[config.mk]
export PLATFORM = sky130hd
export DESIGN_NAME = max7219_chain_monitor
export DESIGN_NICKNAME = d
export VERILOG_FILES = /design/src/rtl/max7219_chain_monitor.sv
export SDC_FILE = /design/constraint.sdc
export NUM_CORES = 1
export LEC_CHECK = 0
export ABC_CLOCK_PERIOD_IN_PS = 7800
export CAP_MARGIN = 10
export CELL_PAD_IN_SITES_DETAIL_PLACEMENT = 0
export CELL_PAD_IN_SITES_GLOBAL_PLACEMENT = 1
export CORE_MARGIN = 2
export CORE_UTILIZATION = 45
export DETAILED_ROUTE_END_ITERATION = 7
export HOLD_SLACK_MARGIN = 0.06
export PLACE_DENSITY_LB_ADDON = 0.1
export SYNTH_ARGS = -nofsm -noshare
export SYNTH_HDL_FRONTEND = slang
export SYNTH_SLANG_ARGS = --single-unit
[constraint.sdc]
create_clock -name clk -period 7.8 [get_ports clk]
set_clock_uncertainty 0.2 [all_clocks]
set_input_delay 0.78 -clock clk [delete_from_list [all_inputs] [get_ports clk]]
set_output_delay 0.78 -clock clk [all_outputs]
set_load 0.01 [all_outputs]
[src/rtl/max7219_chain_monitor.sv]
// max7219_chain_monitor: oversampling bus monitor and emulator for a chain of
// MAX7219 LED drivers. It shifts the serial stream, commits one word per
// device on a correctly sized load, and serves rendered matrix rows on request.
module max7219_chain_monitor #(
    parameter int G_NB_MATRIX   = 8,
    parameter int G_SYNC_STAGES = 2
) (
    input  logic                                                     clk,
    input  logic                                                     rst_n,
    input  logic                                                     i_max7219_clk,
    input  logic                                                     i_max7219_din,
    input  logic                                                     i_max7219_load,
    output logic                                                     o_max7219_dout,
    input  logic                                                     i_rd_req,
    input  logic [((G_NB_MATRIX > 1) ? $clog2(G_NB_MATRIX) : 1)-1:0] i_rd_matrix,
    input  logic [2:0]                                               i_rd_row,
    output logic                                                     o_rd_valid,
    output logic [7:0]                                               o_rd_data,
    output logic [15:0]                                              o_frame_cnt,
    output logic                                                     o_err_len,
    input  logic                                                     i_err_clr,
    output logic [G_NB_MATRIX-1:0]                                   o_shutdown,
    output logic [G_NB_MATRIX-1:0]                                   o_display_test
);

    localparam int MW  = (G_NB_MATRIX > 1) ? $clog2(G_NB_MATRIX) : 1;
    localparam int SW  = $clog2(G_SYNC_STAGES);
    localparam int SRW = 16 * G_NB_MATRIX;
    localparam int CW  = $clog2(SRW + 2);
    localparam logic [CW-1:0] CNT_FULL = CW'(SRW);
    localparam logic [CW-1:0] CNT_SAT  = CW'(SRW + 1);

    // Synchroniser chains, bit order {load, din, sclk}
    logic [2:0]     r_sync [G_SYNC_STAGES];
    logic           r_hist_clk;
    logic           r_hist_load;
    logic [2:0]     w_sync;
    logic           w_sclk_rise;
    logic           w_load_rise;
    logic           w_din;

    logic [SRW-1:0] r_sr;
    logic [CW-1:0]  r_cnt;
    logic [SRW-1:0] w_sr_nx;
    logic [CW-1:0]  w_cnt_nx;
    logic           w_commit;
    logic           w_len_err;
    logic [11:0]    w_word [G_NB_MATRIX];

    logic [7:0]     r_digit [G_NB_MATRIX][8];
    logic [2:0]     r_scanlimit [G_NB_MATRIX];
    logic [7:0]     w_rd_pix;

    // Synchronise the three serial pins and keep one history flop for edges
    always_ff @(posedge clk) begin
        if (!rst_n) begin
            for (int unsigned i = 0; i < G_SYNC_STAGES; i++) begin
                r_sync[SW'(i)] <= '0;
            end
            r_hist_clk  <= 1'b0;
            r_hist_load <= 1'b0;
        end else begin
            r_sync[0] <= {i_max7219_load, i_max7219_din, i_max7219_clk};
            for (int unsigned i = 1; i < G_SYNC_STAGES; i++) begin
                r_sync[SW'(i)] <= r_sync[SW'(i - 1)];
            end
            r_hist_clk  <= w_sync[0];
            r_hist_load <= w_sync[2];
        end
    end

    assign w_sync      = r_sync[G_SYNC_STAGES-1];
    assign w_sclk_rise = w_sync[0] & ~r_hist_clk;
    assign w_load_rise = w_sync[2] & ~r_hist_load;
    assign w_din       = w_sync[1];

    // Next shift/count state; a load in the same cycle sees the post-shift values
    always_comb begin
        w_sr_nx  = r_sr;
        w_cnt_nx = r_cnt;
        if (w_sclk_rise) begin
            w_sr_nx = {r_sr[SRW-2:0], w_din};
            if (r_cnt != CNT_SAT) begin
                w_cnt_nx = r_cnt + CW'(1);
            end
        end
        w_commit  = w_load_rise && (w_cnt_nx == CNT_FULL);
        w_len_err = w_load_rise && (w_cnt_nx != CNT_FULL) && (w_cnt_nx != '0);
        for (int unsigned d = 0; d < G_NB_MATRIX; d++) begin
            w_word[MW'(d)] = w_sr_nx[16*d +: 12];
        end
    end

    // Shift register, bit counter, frame counter and sticky length error
    always_ff @(posedge clk) begin
        if (!rst_n) begin
            r_sr        <= '0;
            r_cnt       <= '0;
            o_frame_cnt <= '0;
            o_err_len   <= 1'b0;
        end else begin
            r_sr  <= w_sr_nx;
            r_cnt <= w_load_rise ? '0 : w_cnt_nx;
            if (w_commit) begin
                o_frame_cnt <= o_frame_cnt + 16'd1;
            end
            if (w_len_err) begin
                o_err_len <= 1'b1;
            end else if (i_err_clr) begin
                o_err_len <= 1'b0;
            end
        end
    end

    assign o_max7219_dout = r_sr[SRW-1];

    // Per-device register file written on commit. DECODE and INTENSITY writes
    // are accepted but influence no output, so they are not kept.
    always_ff @(posedge clk) begin
        if (!rst_n) begin
            for (int unsigned d = 0; d < G_NB_MATRIX; d++) begin
                for (int unsigned c = 0; c < 8; c++) begin
                    r_digit[MW'(d)][3'(c)] <= '0;
                end
                r_scanlimit[MW'(d)] <= '0;
            end
            o_shutdown     <= '1;
            o_display_test <= '0;
        end else if (w_commit) begin
            for (int unsigned d = 0; d < G_NB_MATRIX; d++) begin
                case (w_word[MW'(d)][11:8])
                    4'h1, 4'h2, 4'h3, 4'h4, 4'h5, 4'h6, 4'h7, 4'h8:
                        r_digit[MW'(d)][3'(w_word[MW'(d)][11:8] - 4'd1)] <= w_word[MW'(d)][7:0];
                    4'hB: r_scanlimit[MW'(d)] <= w_word[MW'(d)][2:0];
                    4'hC: o_shutdown[d]       <= ~w_word[MW'(d)][0];
                    4'hF: o_display_test[d]   <= w_word[MW'(d)][0];
                    default: ;
                endcase
            end
        end
    end

    // Render the requested row: out-of-range, display test, shutdown, then pixels
    always_comb begin
        w_rd_pix = '0;
        if (int'(i_rd_matrix) < G_NB_MATRIX) begin
            if (o_display_test[i_rd_matrix]) begin
                w_rd_pix = 8'hFF;
            end else if (!o_shutdown[i_rd_matrix]) begin
                for (int unsigned c = 0; c < 8; c++) begin
                    // ~row == 7 - row for a 3-bit index: row 0 is digit bit 7
                    if (c <= 32'(r_scanlimit[i_rd_matrix])) begin
                        w_rd_pix[3'(c)] = r_digit[i_rd_matrix][3'(c)][~i_rd_row];
                    end
                end
            end
        end
    end

    // Registered read port: one valid pulse per request, data held between pulses
    always_ff @(posedge clk) begin
        if (!rst_n) begin
            o_rd_valid <= 1'b0;
            o_rd_data  <= '0;
        end else begin
            o_rd_valid <= i_rd_req;
            if (i_rd_req) begin
                o_rd_data <= w_rd_pix;
            end
        end
    end

endmodule

* After elaboration in Yosys (flattened, before gate mapping)
Memories as Yosys holds them, arrays and structs flattened.
Cells that the tools add are included.
** Word-level totals
- Memories kept :: 3
- Bits in latches :: 0
- Bits in registers :: 180
- Word-level logic and storage cells :: 1374
- Bits in writable memories :: 542
- Bits of input ports :: 13
- Bits in read-only memories :: 0
** Operators by class
- Order comparisons :: 25
- Shift operators :: 0
- Reductions and logical operators :: 38
- Multiply operators :: 0
- Bitwise gates (word level) :: 544
- Equal/unequal tests :: 91
- $add $sub $neg :: 10
- Div/mod/pow operators :: 0
- Multiplexer cells :: 638
** Memory list
- r_digit :: depth 8, bits a word 64, read ports 1, clocked after memory_dff 0, wr ports 8, RTL line 50 : logic [7:0] r_digit [G_NB_MATRIX][8];
- r_scanlimit :: depth 8, bits a word 3, read ports 1, clocked after memory_dff 0, wr ports 8, RTL line 51 : logic [2:0] r_scanlimit [G_NB_MATRIX];
- r_sync :: depth 2, bits a word 3, read ports 2, clocked after memory_dff 0, wr ports 2, RTL line 34 : logic [2:0] r_sync [G_SYNC_STAGES];
** Operators with widths (number)
- $mux W1 :: 589
- $or A1 B1 Y1 :: 522
- $mux W64 :: 8
- $demux W8 S3 :: 8
- $eq A4 B3 Y1 const B :: 32
- $eq A4 B4 Y1 const B :: 32
- $mux W124 :: 1
- $mux W8 :: 12
- $eq A4 B2 Y1 const B :: 16
- $reduce_or A8 Y1 :: 8
- $eq A4 B1 Y1 const B :: 8
- $ge A4 B4 Y1 const B :: 8
- $lt A4 B1 Y1 const B :: 8
- $not A3 Y4 :: 8
- $reduce_and A2 Y1 :: 16
- $bmux W1 S3 :: 10
- $mux W3 :: 10
- $sub A3 B1 Y3 const B :: 8
- $add A16 B1 Y16 const B :: 1
- $ne A8 B8 Y1 const B :: 2
- $le A3 B3 Y1 const A :: 4
- $logic_and A1 B1 Y1 :: 11
- $not A1 Y1 :: 11
- $add A8 B1 Y8 const B :: 1
- 9 further kinds :: 12

* Logic depth before layout (Yosys ltp)
- Depth in word-level cells :: 11
- Gate-level depth with buffers :: 17

* Worst setup path after synthesis
OpenSTA, ideal clock, no wires.
- Path type :: register to register
- Start point :: reg r_hist_clk
- End point :: mem r_digit[4][56] in the netlist's numbering, enable pin
- Cell stages (with the launch flop) :: 16
- Path slack :: 2935 ps
- Data required time :: 7243 ps
- Path buffers :: 5
- Data arrival time :: 4308 ps
- Cells stage by stage :: dfxtp_1 > and2b_1 > buf_2 > buf_2 > buf_2 > buf_1 > clkbuf_1 > mux2i_1 > inv_1 > ha_1 > a2111oi_0 > o21ai_0 > mux2i_1 > nor2_1 > nand2_1 > o21ai_0
** RTL lines
- from (decl) :: RTL line 35 : logic r_hist_clk;
- from (signal assigned) :: RTL line 67 : r_hist_clk <= w_sync[0];
- to (decl) :: RTL line 50

==> impl_metrics.ini <==
[outcome]
run_status = finished clean

[power]
sw_frac_of_total_pct = 22.5
max-vdd-ir-drop_mv = 0.160
p_per_area_nw_per_um2 = 233
p_switching_mw = 1.87
share_clk_of_total_power_pct = 46.9
power_frac_comb_pct = 4.4
leakage_power_of_the_design_nw = 12.8
power.sequential.fraction_pct = 48.6
p_int_mw = 6.45

[setup_path]
crit_arrival_ns = 5.47
worst_path_maximum_fanout = 44
worstSetupEndpoint = r_digit[2][34]
worst_r2r_path_depth = 13
crit_path_end_kind = flip-flop
setup.reg_to_reg.worst_slack_ns = 2.40
crit_path_start = r_sync[0][3]
beginning_of_the_worst_register_to_register_path = r_sync[0][3]
regToRegEndpoint = r_digit[2][34]
critPathLaunchType = flip-flop
path_class = reg2reg
required_worst_endpoint_ns = 7.88

[floorplan]
floorplan.rows = 97
design.die.area_sq_um = 72400
die_width_um = 269
die_h_um = 269
initial_utilization_pct = 45.3
boundaryPins = 56
core_area_sq_um = 69800

[synth]
synth_area_leaders = dfxtp_1 (27%), edfxtp_1 (27%), mux4_2 (9.3%)
top_cell_type_by_total_area_after_synthesis = dfxtp_1
synth.distinct_cells = 71
dominantRegCellSynth = dfxtp_1
postSynthCellCount = 2753
post_synth.cell_area_avg_sq_um = 11.5
async_set_reset_flop_share_out_of_synthesis_pct = 0
synth_largest_type_area_fraction_pct = 27.5
synthTopCellsByCount = nand2_1 (462), dfxtp_1 (434), edfxtp_1 (288), mux2i_1 (269), nor2_1 (138)
synth.net_count = 2802
ys_seq_area_share_pct = 54.8
ys.warnings.count = 0
syn_area_sq_um = 31600
yosys.cell_count.top_type = nand2_1
number_of_enable_type_register_cells_in_the_synthesized_netlist = 288
postSynthRegisterBits = 722

[global_routing]
global_route.overflow_total = 0
grt_antenna_before_repair = 4
groute.usage.overall_pct = 29.1
grt_pass1_wl_mm = 151
grt_start_max_net_pins = 96
grt_pass1_vias = 21300

[sta]
drv_slew = 0
rsz_0062_raised_after_global_routing = no
finalCriticalPeriod_ns = 5.40
timing_worst_slew_pin_value_ns = 1.18
layout_worst_path_cycle_share_pct = 69.2
setup_tns_after_final_layout_ns = 0
fmax_mhz = 185
report.final.hold_viol_count = 0
max_transition_margin_pct = 20.2
number_of_endpoints_failing_setup_at_the_final_stage = 0
finalHoldWorstSlack_ns = 0.227

[clock_network]
clock_tree_from_tritoncts = done
clock-sinks = 722
clockRootBuffer = clkbuf_16
post_cts_hold_buffer_count = 0
clk_pin_slew_ns = 0.06
clk-insertion-delay-late_ns = 0.64
cts_made_buffers = 80
cts_max_path_buffers = 3
cts-resized-gates = 0
postCtsSetupBuffers = 0
cts_max_level = 3

[finish]
area_growth_pct = 13.1
layout.core_utilization_pct = 51.2
design.final.nets = 2821
layout-drive-gt1-share_pct = 12.4

[drt]
ant_nets = 0
dr_total_vias = 22400
viasPerCell = 5.93
detail_route.wl_per_cell_um = 27.7
detailed_route_wire_length_mm = 105
route.detailed.drc = 0
drt_first_pass_iters = 7
first_iter_violations = 2420

[placement]
detailed_place_hpwl_mm = 73.5
gp_congestion = 0.907
io_buffers = 55

[flow_run]
max-cap-violations = 0

[min_path]
hp-class = reg2reg
[routing by layer]
| layer | part of all wire (%) | routed length [um] | global-route usage (%) | vias up |
|---|---|---|---|---|
| li1 | - | - | - | 9996 |
| met1 | 44 | 46000 | 42.1 | 11300 |
| met2 | 45 | 47500 | 45.0 | 986 |
| met3 | 7.7 | 8020 | 4.96 | 146 |
| met4 | 2.9 | 3000 | 8.78 | 0 |
| met5 | 0 | 0 | 0 | - |
[power by group through the flow]
stage | combinational [mW] | clock, mW | sequential [mW]
3_3_place_gp | 0.361 | 0 | 4.13
2_1_floorplan | 0.246 | 0 | 4.09
4_1_cts | 0.366 | 3.95 | 4.05
5_1_grt | 0.390 | 4.10 | 4.05
6_report | 0.369 | 3.90 | 4.05
3_5_place_dp | 0.366 | 0 | 4.13
[worst max-delay path: stages, from the launching register on]
cell and delay, ns:
dfxtp_1 0.41, and2b_4 0.57, buf_4 0.65, mux2i_1 0.45
inv_1 0.14, ha_1 0.26, or3_1 0.34, a21oi_1 0.12
o21ai_0 0.08, o21ai_0 0.70, nand3_1 0.18, o21ai_2 0.17
buf_4 0.37, nor2_1 0.33
[sequential cells by signal (all words and copies together) (netlist names)]
name and count:
r_digit 512, r_scanlimit 24, o_shutdown 8, o_frame_cnt 16
o_err_len 1, r_sync 6, r_hist_clk 1, o_display_test 8
r_sr 128, r_cnt 8, r_hist_load 1, o_rd_valid 1
o_rd_data 8
[layout by cell type, fill, tap and decap left out, drive strengths merged, types with 36 or more instances in the layout]
cell type,netlist,routed
nand2,463,463
dfxtp,434,434
edfxtp,288,288
mux2i,270,270
nor2,138,138
o21ai,136,136
mux4,131,131
nand3,112,112
clkbuf,111,105
inv,60,66
nor2b,62,62
a21boi,52,52
a22oi,51,51
clkdlybuf4s50,0,51
a21oi,48,48
buf,54,46
nor3,40,40
ha,36,36
[logic make-up (layout without fill, tap and decap cells)]
group,count (synthesis),after routing,share of synthesized area [%]
other,0,3,0
XOR/XNOR,30,30,0.831
buffers and inverters,226,310,2.84
AND/OR/NAND/NOR,981,981,15.0
adder cells (fa/ha/maj),36,36,1.42
AO/OA/AOI/OAI,350,350,6.90
flip-flops,722,722,54.8
multiplexers,408,408,18.1
[area by class of cell]
type	instances	area (sq um)
inverter	61	229
sequential	722	17300
fill	6113	34000
timing repair buffer	102	901
clock buffer	100	2210
multi-input combinational	1805	13400
clock inverter	47	483
antenna	3	7.51
tap	940	1180
[worst min-delay path by stage]
stage,start,end,slack (ns),cells past startpoint
floorplan,r_sync[0][0],r_sync[0][3],0.21,1
finish,r_sync[0][1],r_sync[0][4],0.23,1
detailed placement,r_sync[0][0],r_sync[0][3],0.22,1
global placement,r_sync[0][2],r_sync[0][5],0.22,1
global route,r_sync[0][1],r_sync[0][4],0.26,1
CTS,r_sync[0][1],r_sync[0][4],0.23,1
[per-stage QoR]
step | setup slack, ns | std cells | power (mW) | cell area, sq um
after global routing | 1.95 | 3777 | 8.53 | 35700
after floorplan | 2.94 | 2753 | 4.34 | 31600
after detailed placement | 2.28 | 3622 | 4.49 | 33000
final | 2.40 | 3780 | 8.32 | 35800
after CTS | 2.27 | 3769 | 8.36 | 35700
after global placement | 2.19 | 3617 | 4.49 | 33000
(Power assumes the default switching activity.)
